===== src/rtl/cdb_arbiter_pkg.sv =====
// Shared result types for the common data bus: one broadcast beat is
// tag + ROB index + 32-bit data.
package rv32i_types;
  localparam int TAG_W     = 4;
  localparam int ROB_DEPTH = 16;
  localparam int PTR_W     = $clog2(ROB_DEPTH);

  typedef struct packed {
    logic [TAG_W-1:0] tag;
    logic [PTR_W-1:0] inst_id;
    logic [31:0]      wdata;
  } cdb_result_t;
endpackage


===== src/rtl/cdb_arbiter_fu_fifo.sv =====
// Per-FU result queue: circular buffer with count, no write-to-head bypass.
// Flush empties the queue and blocks push/pop for that cycle.
module cdb_fu_fifo
  import rv32i_types::*;
#(
  parameter  int DEPTH = 2,
  localparam int CNT_W = $clog2(DEPTH + 1),
  localparam int PW    = (DEPTH > 1) ? $clog2(DEPTH) : 1
) (
  input  logic             clk,
  input  logic             rst,
  input  logic             flush,
  input  logic             push,
  input  cdb_result_t      din,
  input  logic             pop,
  output cdb_result_t      head,
  output logic [CNT_W-1:0] count,
  output logic             ready
);
  logic [PW-1:0]    wptr_q, wptr_d, rptr_q, rptr_d;
  logic [CNT_W-1:0] count_q, count_d;
  cdb_result_t      mem_q [DEPTH];
  cdb_result_t      mem_d [DEPTH];

  function automatic logic [PW-1:0] ptr_inc(input logic [PW-1:0] p);
    return (p == PW'(DEPTH - 1)) ? '0 : p + 1'b1;
  endfunction

  always_comb begin
    wptr_d  = wptr_q;
    rptr_d  = rptr_q;
    count_d = count_q;
    mem_d   = mem_q;
    if (flush) begin
      wptr_d  = '0;
      rptr_d  = '0;
      count_d = '0;
    end else begin
      if (push) begin
        mem_d[wptr_q] = din;
        wptr_d        = ptr_inc(wptr_q);
      end
      if (pop) rptr_d = ptr_inc(rptr_q);
      count_d = count_q + CNT_W'(push) - CNT_W'(pop);
    end
  end

  always_ff @(posedge clk) begin
    if (rst) begin
      wptr_q  <= '0;
      rptr_q  <= '0;
      count_q <= '0;
    end else begin
      wptr_q  <= wptr_d;
      rptr_q  <= rptr_d;
      count_q <= count_d;
    end
  end

  // Payload storage needs no reset; count guards every read.
  always_ff @(posedge clk) mem_q <= mem_d;

  assign head  = mem_q[rptr_q];
  assign count = count_q;
  assign ready = (count_q < CNT_W'(DEPTH)) && !flush;
endmodule


===== src/rtl/cdb_arbiter.sv =====
// CDB master: queues FU results and broadcasts one per cycle, chosen
// round-robin starting after the last granted FU.
module cdb_arbiter #(
  parameter int TAG_W      = rv32i_types::TAG_W,
  parameter int ROB_DEPTH  = rv32i_types::ROB_DEPTH,
  parameter int PTR_W      = $clog2(ROB_DEPTH),
  parameter int N_FU       = 4,
  parameter int FIFO_DEPTH = 2
) (
  input  logic                    clk,
  input  logic                    rst,
  input  logic                    flush,
  input  logic [N_FU-1:0]         fu_valid,
  output logic [N_FU-1:0]         fu_ready,
  input  logic [N_FU*TAG_W-1:0]   fu_tag,
  input  logic [N_FU*PTR_W-1:0]   fu_inst_id,
  input  logic [N_FU*32-1:0]      fu_wdata,
  output logic                    cdb_wr,
  output logic [TAG_W-1:0]        cdb_tag,
  output logic [PTR_W-1:0]        cdb_inst_id,
  output logic [31:0]             cdb_wdata,
  output logic [N_FU-1:0]         cdb_grant
);
  import rv32i_types::*;

  localparam int RR_W  = (N_FU > 1) ? $clog2(N_FU) : 1;
  localparam int CNT_W = $clog2(FIFO_DEPTH + 1);

  logic [N_FU-1:0]  req, push, ready;
  cdb_result_t      head [N_FU];
  logic [CNT_W-1:0] cnt  [N_FU];
  logic [RR_W-1:0]  rr_ptr_q, rr_ptr_d, gidx;
  logic             found;
  logic [N_FU-1:0]  grant;
  cdb_result_t      bcast;
  int               idx;

  for (genvar g = 0; g < N_FU; g++) begin : g_fu
    cdb_result_t din;
    assign din.tag     = fu_tag[g*TAG_W +: TAG_W];
    assign din.inst_id = fu_inst_id[g*PTR_W +: PTR_W];
    assign din.wdata   = fu_wdata[g*32 +: 32];
    assign push[g]     = fu_valid[g] && ready[g];
    assign req[g]      = (cnt[g] != '0);

    cdb_fu_fifo #(.DEPTH(FIFO_DEPTH)) u_fifo (
      .clk   (clk),
      .rst   (rst),
      .flush (flush),
      .push  (push[g]),
      .din   (din),
      .pop   (grant[g]),
      .head  (head[g]),
      .count (cnt[g]),
      .ready (ready[g])
    );

    // Tag 0 means "no producer"; an FU completing with it is a bug upstream.
    a_tag_nonzero: assert property (@(posedge clk) disable iff (rst)
      push[g] |-> (fu_tag[g*TAG_W +: TAG_W] != '0));
  end

  always_comb begin
    found = 1'b0;
    gidx  = '0;
    idx   = 0;
    for (int k = 1; k <= N_FU; k++) begin
      idx = (int'(rr_ptr_q) + k) % N_FU;
      if (!found && req[RR_W'(idx)]) begin
        found = 1'b1;
        gidx  = RR_W'(idx);
      end
    end
    if (flush) found = 1'b0;
    grant = '0;
    if (found) grant[gidx] = 1'b1;
    rr_ptr_d = found ? gidx : rr_ptr_q;
    bcast    = found ? head[gidx] : '0;
  end

  always_ff @(posedge clk) begin
    if (rst) rr_ptr_q <= RR_W'(N_FU - 1);
    else     rr_ptr_q <= rr_ptr_d;
  end

  assign fu_ready    = ready;
  assign cdb_grant   = grant;
  assign cdb_wr      = found;
  assign cdb_tag     = bcast.tag;
  assign cdb_inst_id = bcast.inst_id;
  assign cdb_wdata   = bcast.wdata;
endmodule

===== config.mk =====
export PLATFORM = sky130hd
export DESIGN_NAME = cdb_arbiter
export DESIGN_NICKNAME = d
export VERILOG_FILES = /design/src/rtl/cdb_arbiter_pkg.sv /design/src/rtl/cdb_arbiter_fu_fifo.sv /design/src/rtl/cdb_arbiter.sv
export SDC_FILE = /design/constraint.sdc
export NUM_CORES = 1
export LEC_CHECK = 0
export CAP_MARGIN = 20
export CORE_MARGIN = 8
export CORE_UTILIZATION = 40
export CTS_BUF_LIST = sky130_fd_sc_hd__clkbuf_8
export CTS_CLUSTER_DIAMETER = 100
export DETAILED_ROUTE_END_ITERATION = 12
export PLACE_DENSITY = 0.67
export SETUP_SLACK_MARGIN = 0.1
export SYNTH_ARGS = -nofsm -noshare
export SYNTH_HDL_FRONTEND = slang
export SYNTH_SLANG_ARGS = --single-unit

===== constraint.sdc =====
create_clock -name clk -period 4.6 [get_ports clk]
set_input_delay 1.38 -clock clk [delete_from_list [all_inputs] [get_ports clk]]
set_output_delay 1.38 -clock clk [all_outputs]
set_load 0.05 [all_outputs]

==> impl_metrics.tcl <==
set metrics [dict create \
    status "finished, final reports clean" \
    avgViaCountPerCell 5.111 \
    regArea_um2 9982 \
    cp.arrival_ns 2.93 \
    cts_max_path_buffers 3 \
    ctsHoldBuffers 0 \
    die_w_um 201.6 \
    instances_no_fill 1604 \
    final_nets 1280 \
    synth_async_sr_flop_share 0 \
    antenna_found_initial 5 \
    grt_start_max_net_pins 45 \
    rows 68 \
    ys_seq_elements 338 \
    min-delay-start "g_fu[2].u_fifo.wptr_q" \
    multi_input_area_um2 3580 \
    r2r_setup_slack_ns 1.92 \
    ys_warn_count 0 \
    slew_violations 0 \
    place.gp.congestion 0.8300 \
    ys.flop_type "edfxtp_1" \
    clock_skew_ns 0.009965 \
    final_area_um2 18070 \
    min_period_over_period 0.9365 \
    wl_um 36020 \
    tns_ns 0 \
    dp_cells 1502 \
    core_um2 34200 \
    cp_slowest_cell "o22a_2" \
    cp-end-kind "primary output" \
    die_area_um2 40660 \
    setup_viol 0 \
    timing.rr.start "g_fu[1].u_fifo.count[1]" \
    fillers 2807 \
    wire_per_inst_um 22.45 \
    vias 8198 \
    postRouteAntennaNets 0 \
    irDropWorstVdd_uv 326.3 \
    cellLeakagePower_nw 5.880 \
    cellPowerDensity_nw_per_um2 383.3 \
    area_delta_synth_final_pct 31.09 \
    finalHoldViolCount 0 \
    post-route-min-period_ns 4.308 \
    route.detailed.drc 0 \
    post_route_cells_drive_above_1_share 0.1611 \
    whs_ns 0.5993 \
    cp.required_ns 3.22 \
    ys_types 52 \
    htree_num_levels 2 \
    initialDrtViolationCount 403 \
    relSlewSlack 0.4043 \
    synth_area_um2 13790 \
    worstHoldEndpoint "g_fu[2].u_fifo.wptr_q" \
    hold_depth 2 \
    tightest_slew_ns 0.8936 \
    cts_tree "built" \
    path_cells "or2_0 > o22a_2 > buf_4 > o22ai_1 > o31a_1 > buf_12" \
    grt_pass1_wl_um 53550 \
    critPathKind "register to primary output" \
    cts.sinks 338 \
    cts_root_buf "clkbuf_8" \
    grt_use_total 0.1728 \
    synthCells 862 \
    syn_avg_cell_area_um2 15.99 \
    total_power_mw 6.926 \
    cap_violations 0 \
    synth-edff-count 320 \
    start_kind "register" \
    firstDrtPassIters 5 \
    ios 216 \
    r2r-end "g_fu[1].u_fifo.count[1]" \
    portBuffers 215 \
    path_max_fanout 12 \
    first_global_vias 8891 \
    hp-class "register to register" \
    clk_pin_slew_ns 0.06 \
    cts_buffers 55 \
    start_util 0.4031 \
    max_stage_delay_ns 0.49 \
    insertion_delay_ns 0.58 \
    rsz0062_at_grt "no" \
    placed_area_um2 17060 \
    dpl.hpwl_um 23990 \
    grt_overflow 0 \
    die_y_um 201.6 \
    fmax_mhz 232.1 \
    worstRegToRegCells 10 \
    ys_seq_area_frac 0.7232 \
    syn_nets 1037 \
]
## sequential cells by signal, indices dropped and copies added, names as in the netlist
name and count:
g_fu.u_fifo.rptr_q 4, g_fu.u_fifo.wptr_q 4, g_fu.u_fifo.count 8, rr_ptr_q 2, g_fu.u_fifo.mem_q 320
## metrics by stage
stage                     utilization  setup slack, ns
after floorplan                     -           0.4130
after global placement         0.4986           0.3888
after detailed placement       0.4986           0.3422
after CTS                      0.5275           0.1384
after global routing           0.5284          0.09354
final                          0.5284           0.2921
## layout by cell type (no fill, tap or decap), types with 2 or more instances in the layout
cell type / instances
or2_2: 2
and3_2: 4
a21oi_1: 14
o211ai_1: 12
clkinv_1: 17
xnor2_1: 4
nand2b_1: 4
o21ai_1: 2
edfxtp_1: 320
mux2i_1: 145
dfxtp_1: 14
buf_12: 57
nand2_1: 22
nor4_4: 2
clkinv_2: 7
inv_1: 24
or2b_1: 5
dfxtp_4: 3
o21a_1: 2
and2_1: 4
o21ai_0: 13
nor2_1: 94
or3_1: 5
mux2_2: 16
xor2_1: 8
o31a_2: 3
clkdlybuf4s50_1: 166
ha_1: 8
buf_4: 16
o31a_1: 37
clkbuf_8: 57
or4_4: 2
nor3_1: 2
o22ai_1: 32
nor2_4: 4
## worst max-delay path by stage
| stage | start | endpoint | slack, ns | cells after the start |
|---|---|---|---|---|
| 2_1_floorplan | flush | cdb_wdata[20] | 0.41 | 4 |
| 6_report | g_fu[2].u_fifo.count[1] | cdb_wdata[20] | 0.29 | 6 |
| 3_3_place_gp | flush | cdb_wdata[3] | 0.39 | 5 |
| 5_1_grt | rr_ptr_q[1] | cdb_tag[3] | 0.09 | 6 |
| 3_5_place_dp | flush | cdb_wdata[12] | 0.34 | 5 |
| 4_1_cts | g_fu[2].u_fifo.count[1] | cdb_wdata[27] | 0.14 | 7 |
## what timing repair did
item / CTS / global route
setup buffers: 0 / 1
resized for setup: 0 / 3
endpoints found under the hold margin: 0 / 0
setup endpoints to repair: 0 / 27
## cell families (layout without fill, tap and decap cells)
| family | count (synthesis) | count (layout) | synth area share |
|---|---|---|---|
| buf+inv | 60 | 346 | 0.02460 |
| flops | 338 | 338 | 0.7232 |
| mux | 161 | 161 | 0.1184 |
| fa+ha+maj | 8 | 8 | 0.007261 |
| other cells | 0 | 1 | 0 |
| xor+xnor | 12 | 12 | 0.007624 |
| simple gates | 155 | 155 | 0.05101 |
| compound gates | 128 | 128 | 0.06798 |
## synth_stat cells (3+ instances only)
| cell type | n | area [um2] |
|---|---|---|
| edfxtp_1 | 320 | 9609 |
| mux2i_1 | 145 | 1451 |
| nor2_1 | 98 | 367.9 |
| o31a_1 | 37 | 324.1 |
| o22ai_1 | 32 | 200.2 |
| clkbuf_1 | 23 | 86.33 |
| nand2_1 | 23 | 86.33 |
| dfxtp_1 | 18 | 360.4 |
| mux2_2 | 16 | 180.2 |
| a21oi_1 | 15 | 75.07 |
| buf_2 | 13 | 65.06 |
| o21ai_0 | 13 | 65.06 |
| o211ai_1 | 12 | 90.09 |
| buf_4 | 8 | 60.06 |
| ha_1 | 8 | 100.1 |
| xor2_1 | 8 | 70.07 |
| inv_1 | 7 | 26.28 |
| or2b_1 | 5 | 37.54 |
| or3_1 | 5 | 31.28 |
| and2_1 | 4 | 25.02 |
| and3_1 | 4 | 25.02 |
| nand2b_1 | 4 | 25.02 |
| xnor2_1 | 4 | 35.03 |
| clkbuf_8 | 3 | 41.29 |
| o31a_2 | 3 | 30.03 |
## layer usage
| metal | vias to the layer above | GRT usage | share of wire |
|---|---|---|---|
| li1 | 3827 | - | - |
| met1 | 4042 | 0.2059 | 0.41 |
| met2 | 259 | 0.3032 | 0.50 |
| met3 | 62 | 0.04793 | 0.065 |
| met4 | 8 | 0.04644 | 0.017 |
| met5 | - | 0 | 0.0013 |
## worst max-delay path: cells and delay by family (launching register included)
family,cells,cell delay (ns)
buf+inv,2,0.43
simple gates,1,0.45
compound gates,3,1.00
flops,1,0.46
## report_power, final
| group | internal, mW | leakage [nW] | switching (mW) |
|---|---|---|---|
| Clock | 1.20 | 0.575 | 1.15 |
| Combinational | 0.482 | 2.22 | 0.570 |
| Sequential | 3.47 | 3.09 | 0.0533 |
## area by class of cell
| type | count | area share |
|---|---|---|
| timing repair buffer | 239 | 0.1617 |
| sequential | 338 | 0.5524 |
| tap | 455 | 0.03150 |
| multi-input combinational | 464 | 0.1981 |
| clock buffer | 57 | 0.04341 |
| inverter | 7 | 0.001454 |
| antenna | 1 | 0.0001385 |
| clock inverter | 43 | 0.01129 |
(Power assumes the default switching activity.)
==> RTL change 1: new RTL, config.mk and constraints unchanged <==
Set the parameter `FIFO_DEPTH` to 1 (it was 2).
--- a/src/rtl/cdb_arbiter.sv
+++ b/src/rtl/cdb_arbiter.sv
@@ -7,3 +7,3 @@
   parameter int N_FU       = 4,
-  parameter int FIFO_DEPTH = 2
+  parameter int FIFO_DEPTH = 1
 ) (
Check against the original RTL: same outputs for any inputs over 4 cycles, from zero or initial values and one cycle with rst high; that may be too few to reach the edited logic, so the function may still have changed.
==> RTL change 1 against the original RTL <==
Register-to-register slack better by 0.44 ns; wire length down 54%; sequential cell count down 172; worst setup slack worse by 0.092 ns; synthesized area down 53%; fmax down 2.1%; critical path type is now in2out; power down 51%; final area down 47%.
==> RTL change 1: results (changes against the original RTL) <==
stage;metric;value;unit;change
global_routing;gr-usage-met1;18.5;%;was 20.6%
worst_setup_path;cp.arrival;3.02;ns;was 2.93 ns
global_routing;grt_pass1_wl;24800;microns;was 53600 microns
power;cellLeakagePower;3.74;nW;was 5.88 nW
placement;hpwl;12100;microns;was 24000 microns
global_routing;grtUsageMet2;28.2;%;was 30.3%
drt;met3WireLength;1320;microns;was 2350 microns
logic_synthesis;ys_warn_count;0;;unchanged
logic_synthesis;ys_types;25;;was 52
global_routing;grt_max_degree;42;;was 45
drt;drt_iter0_drc;173;;was 403
clock_tree;clk_path_buf_depth;2;;was 3
clock_tree;clock-root-buffer;clkbuf_8;;unchanged
drt;top_layer_used;met4;;was met5
worst_setup_path;max_stage_delay;0.42;ns;was 0.49 ns
clock_tree;cts_inserted_buffers;17;;was 55
global_routing;use_met3;5.71;%;was 4.79%
final_layout;antennaDiodeCount;0;;was 1
drt;wl_met1;6310;microns;was 14800 microns
clock_tree;clk_latency;0.44;ns;was 0.58 ns
final_layout;largest_reg_flops;160;;was 320
final_layout;nNetsFinal;745;;was 1280
placement;gp_congestion;0.794;;was 0.830
final_layout;largest-register;g_fu.u_fifo.mem_q;;unchanged
global_routing;grt_pass1_vias;4242;;was 8891
global_routing;antenna_found_initial;0;;was 5
logic_synthesis;synth_area_leaders;edfxtp_1, mux2i_1, o22ai_1, dfxtp_1, buf_8;;was edfxtp_1, mux2i_1, nor2_1, dfxtp_1, o31a_1
placement;io_buffers;215;;unchanged
worst_setup_path;cp_top_family;buffers and inverters;;was compound AO/OA/AOI/OAI gates
placement;placed_cell_area;9210;sq um;was 17100 sq um
final_layout;drive_gt1_share;16.6;%;was 16.1%
global_routing;grt-busiest-layer;met2;;unchanged
drt;wirelength;16500;microns;was 36000 microns
min_path;min_path_type;reg2reg;;unchanged
timing;fin_skew;0.00773;ns;was 0.00996 ns
worst_setup_path;cp_slowest_cell;clkdlybuf4s50_1;;was o22a_2
logic_synthesis;syn-num-nets;526;;was 1037
power;ir_drop;0.190;mV;was 0.326 mV
timing;tightest_slew;0.593;ns;was 0.894 ns
clock_tree;cts.htree.levels;4;;was 2
global_routing;groute.usage.overall;16.4;%;was 17.3%
run_status;status;finished clean;;unchanged
logic_synthesis;async_reset_ff_share;0;%;unchanged
drt;first_pass_iters;4;;was 5
logic_synthesis;yosys-top-cells-count;edfxtp_1, mux2i_1, o22ai_1;;was edfxtp_1, mux2i_1, nor2_1
drt;wl_met2;8640;microns;was 18200 microns
logic_synthesis;synth_edf_count;160;;was 320
drt;vias_per_cell;4.91;;was 5.11
worst_setup_path;crit_fanout;19;;was 12
logic_synthesis;ys_seq_area_share;76.7;%;was 72.3%
clock_tree;path_clk_slew;0.08;ns;was 0.06 ns
RTL change 1: worst paths after layout:
path | startpoint | end | slack (ns) | cells past startpoint
min reg2reg | rr_ptr_q[0] | rr_ptr_q[0] | 0.60 | 2
min | rr_ptr_q[0] | rr_ptr_q[0] | 0.60 | 2
max | flush | cdb_wdata[14] | 0.20 | 7
max reg2reg | g_fu[3].u_fifo.count | g_fu[2].u_fifo.count | 2.36 | 6
RTL change 1: cells by family (layout without fill, tap and decap cells):
group                  Yosys count  after routing  share of synthesized area, %
flip-flops                     166            166                          76.7
multiplexers                    80             80                          12.5
AO/OA/AOI/OAI                   55             55                          5.47
AND/OR/NAND/NOR                 29             29                          2.16
buffers and inverters           29            261                          3.25
RTL change 1: stage by stage:
stage                     setup slack [ns]  hold WS (ns)  power [W]  cells  utilization [%]
final                                0.200         0.601    0.00336    807             60.9
after floorplan                     0.0750         0.503    0.00207    359                -
after global placement               0.205         0.521    0.00239    775             58.4
after global routing                 0.102         0.631    0.00349    807             60.9
after CTS                            0.183         0.598    0.00339    807             60.8
after detailed placement             0.188         0.587    0.00240    775             58.4
RTL change 1: where the power goes:
group,switching [W],total (W),internal [W]
Sequential,0.0000202,0.00175,0.00173
Clock,0.000522,0.000997,0.000475
Combinational,0.000297,0.000611,0.000314
Total,0.000839,0.00336,0.00252
RTL change 1: timing repair:
action                                  4_1_cts  5_1_grt
gates resized for setup                       0        2
endpoints found under the setup margin        0        2
hold endpoints to repair                      0        0
buffers inserted                              0        0
RTL change 1: layout make-up:
cell class,instances,area (sq um)
clock buffers,17,234
well taps,216,270
clock inverters,15,140
repair buffers,227,2710
fillers,1214,6170
flip-flops and latches,166,4920
inverters,2,7.51
multi-input cells,164,1310
==> RTL change 2: new RTL, config.mk and constraints unchanged <==
Without the edit above. Make the reset (`rst`) asynchronous in 2 clocked blocks.
--- a/src/rtl/cdb_arbiter_fu_fifo.sv
+++ b/src/rtl/cdb_arbiter_fu_fifo.sv
@@ -47,3 +47,3 @@
 
-  always_ff @(posedge clk) begin
+  always_ff @(posedge clk or posedge rst) begin
     if (rst) begin
--- a/src/rtl/cdb_arbiter.sv
+++ b/src/rtl/cdb_arbiter.sv
@@ -80,3 +80,3 @@
 
-  always_ff @(posedge clk) begin
+  always_ff @(posedge clk or posedge rst) begin
     if (rst) rr_ptr_q <= RR_W'(N_FU - 1);
Check against the original RTL: same outputs for any inputs over 4 cycles, from zero or initial values and one cycle with rst high; that may be too few to reach the edited logic, so the function may still have changed.
==> RTL change 2 against the original RTL <==
Worst setup slack got worse by 0.10 ns; fmax decreased by 2.4%; synthesized area decreased by 1.2%; worst hold slack got worse by 0.087 ns; die area decreased by 1.1%; sequential share of layout area increased by 0.76 points; critical path type is now in2out; sequential cell count unchanged; cell count decreased by 1.0%; first-iteration DRC count increased by 8.4%; critical path depth unchanged; wire length increased by 0.81%; final area decreased by 0.44%.
Power is not compared: it rests on default switching activity, and its combinational part moved more than twofold at a synthesized area within 25%.
==> RTL change 2: results (changes against the original RTL) <==
stage;metric;value;unit;change
final_layout;fillers;2751;;was 2807
logic_synthesis;syn-num-nets;1030;;was 1037
run_status;status;finished clean;;unchanged
final_layout;finalInstanceArea;18000;sq um;was 18100 sq um
worst_setup_path;cp-endpoint;cdb_wdata[5];;was cdb_wdata[20]
logic_synthesis;async_reset_ff_share;5.33;%;was 0%
placement;placed_cell_area;16900;sq um;was 17100 sq um
final_layout;drive_gt1_share;14.4;%;was 16.1%
timing;finalWorstSetupSlack;0.188;ns;was 0.292 ns
final_layout;sh_seq_area;56.0;%;was 55.2%
final_layout;fin_cells;1588;;was 1604
worst_setup_path;worst-r2r-setup-slack;1.63;ns;was 1.92 ns
final_layout;inverters;6;;was 7
worst_setup_path;cp.arrival;3.03;ns;was 2.93 ns
clock_tree;clk_latency;0.60;ns;was 0.58 ns
global_routing;grt_pass1_vias;8592;;was 8891
clock_tree;cts_setup_buffers;5;;was 0
logic_synthesis;synth.area.mux_share;11.8;%;about the same
worst_setup_path;reg2regPathDepth;13;;was 10
min_path;whs_endpoint;rr_ptr_q[0];;was g_fu[2].u_fifo.wptr_q
timing;tightest_slew;0.920;ns;was 0.894 ns
worst_setup_path;crit_fanout;18;;was 12
logic_synthesis;synth_compound_area_share;6.42;%;was 6.80%
drt;drt_iter0_drc;437;;was 403
worst_setup_path;crit_path_start;flush;;was g_fu[2].u_fifo.count[1]
global_routing;groute.usage.overall;17.6;%;was 17.3%
timing;fin_skew;0.0101;ns;was 0.00996 ns
logic_synthesis;ys_types;36;;was 52
global_routing;grt_pass1_wl;53600;microns;about the same
final_layout;multi_input_area_share;18.8;%;was 19.8%
global_routing;grt_max_degree;44;;was 45
logic_synthesis;avgSynthCellArea;15.9;sq um;was 16.0 sq um
worst_setup_path;cp_slowest_cell;clkdlybuf4s50_1;;was o22a_2
timing;fin_hold_ws;0.512;ns;was 0.599 ns
final_layout;nNetsFinal;1273;;was 1280
placement;place_ws;0.208;ns;was 0.342 ns
worst_setup_path;timing.rr.end;g_fu[2].u_fifo.count[1];;was g_fu[1].u_fifo.count[1]
==> RTL change 2: power by group <==
group | leakage (nW) | switching, W | internal, W
combinational | 2.49 | 0.00282 | 0.00207
clock | 0.573 | 0.00114 | 0.00116
sequential | 3.16 | 0.000277 | 0.00372
total | 6.22 | 0.00423 | 0.00695
==> RTL change 2: logic make-up (layout without fill, tap and decap cells) <==
group | Yosys count | after routing
AO/OA/AOI/OAI | 140 | 142
XOR/XNOR | 12 | 12
adder cells (fa/ha/maj) | 8 | 8
buffers and inverters | 63 | 346
flip-flops | 338 | 338
multiplexers | 160 | 160
AND/OR/NAND/NOR | 134 | 134
==> RTL change 2: metal layers <==
layer	GRT usage, %	up-vias	wire [microns]
met4	5.26	4	653
met1	22.2	4015	15600
li1	-	3750	-
met5	0	-	28
met3	4.21	54	2000
met2	29.7	234	18000
==> RTL change 2: critical path: cells and delay by family <==
family | cells | cell delay (ns)
AO/OA/AOI/OAI | 2 | 0.40
buffers and inverters | 3 | 1.01
AND/OR/NAND/NOR | 1 | 0.22
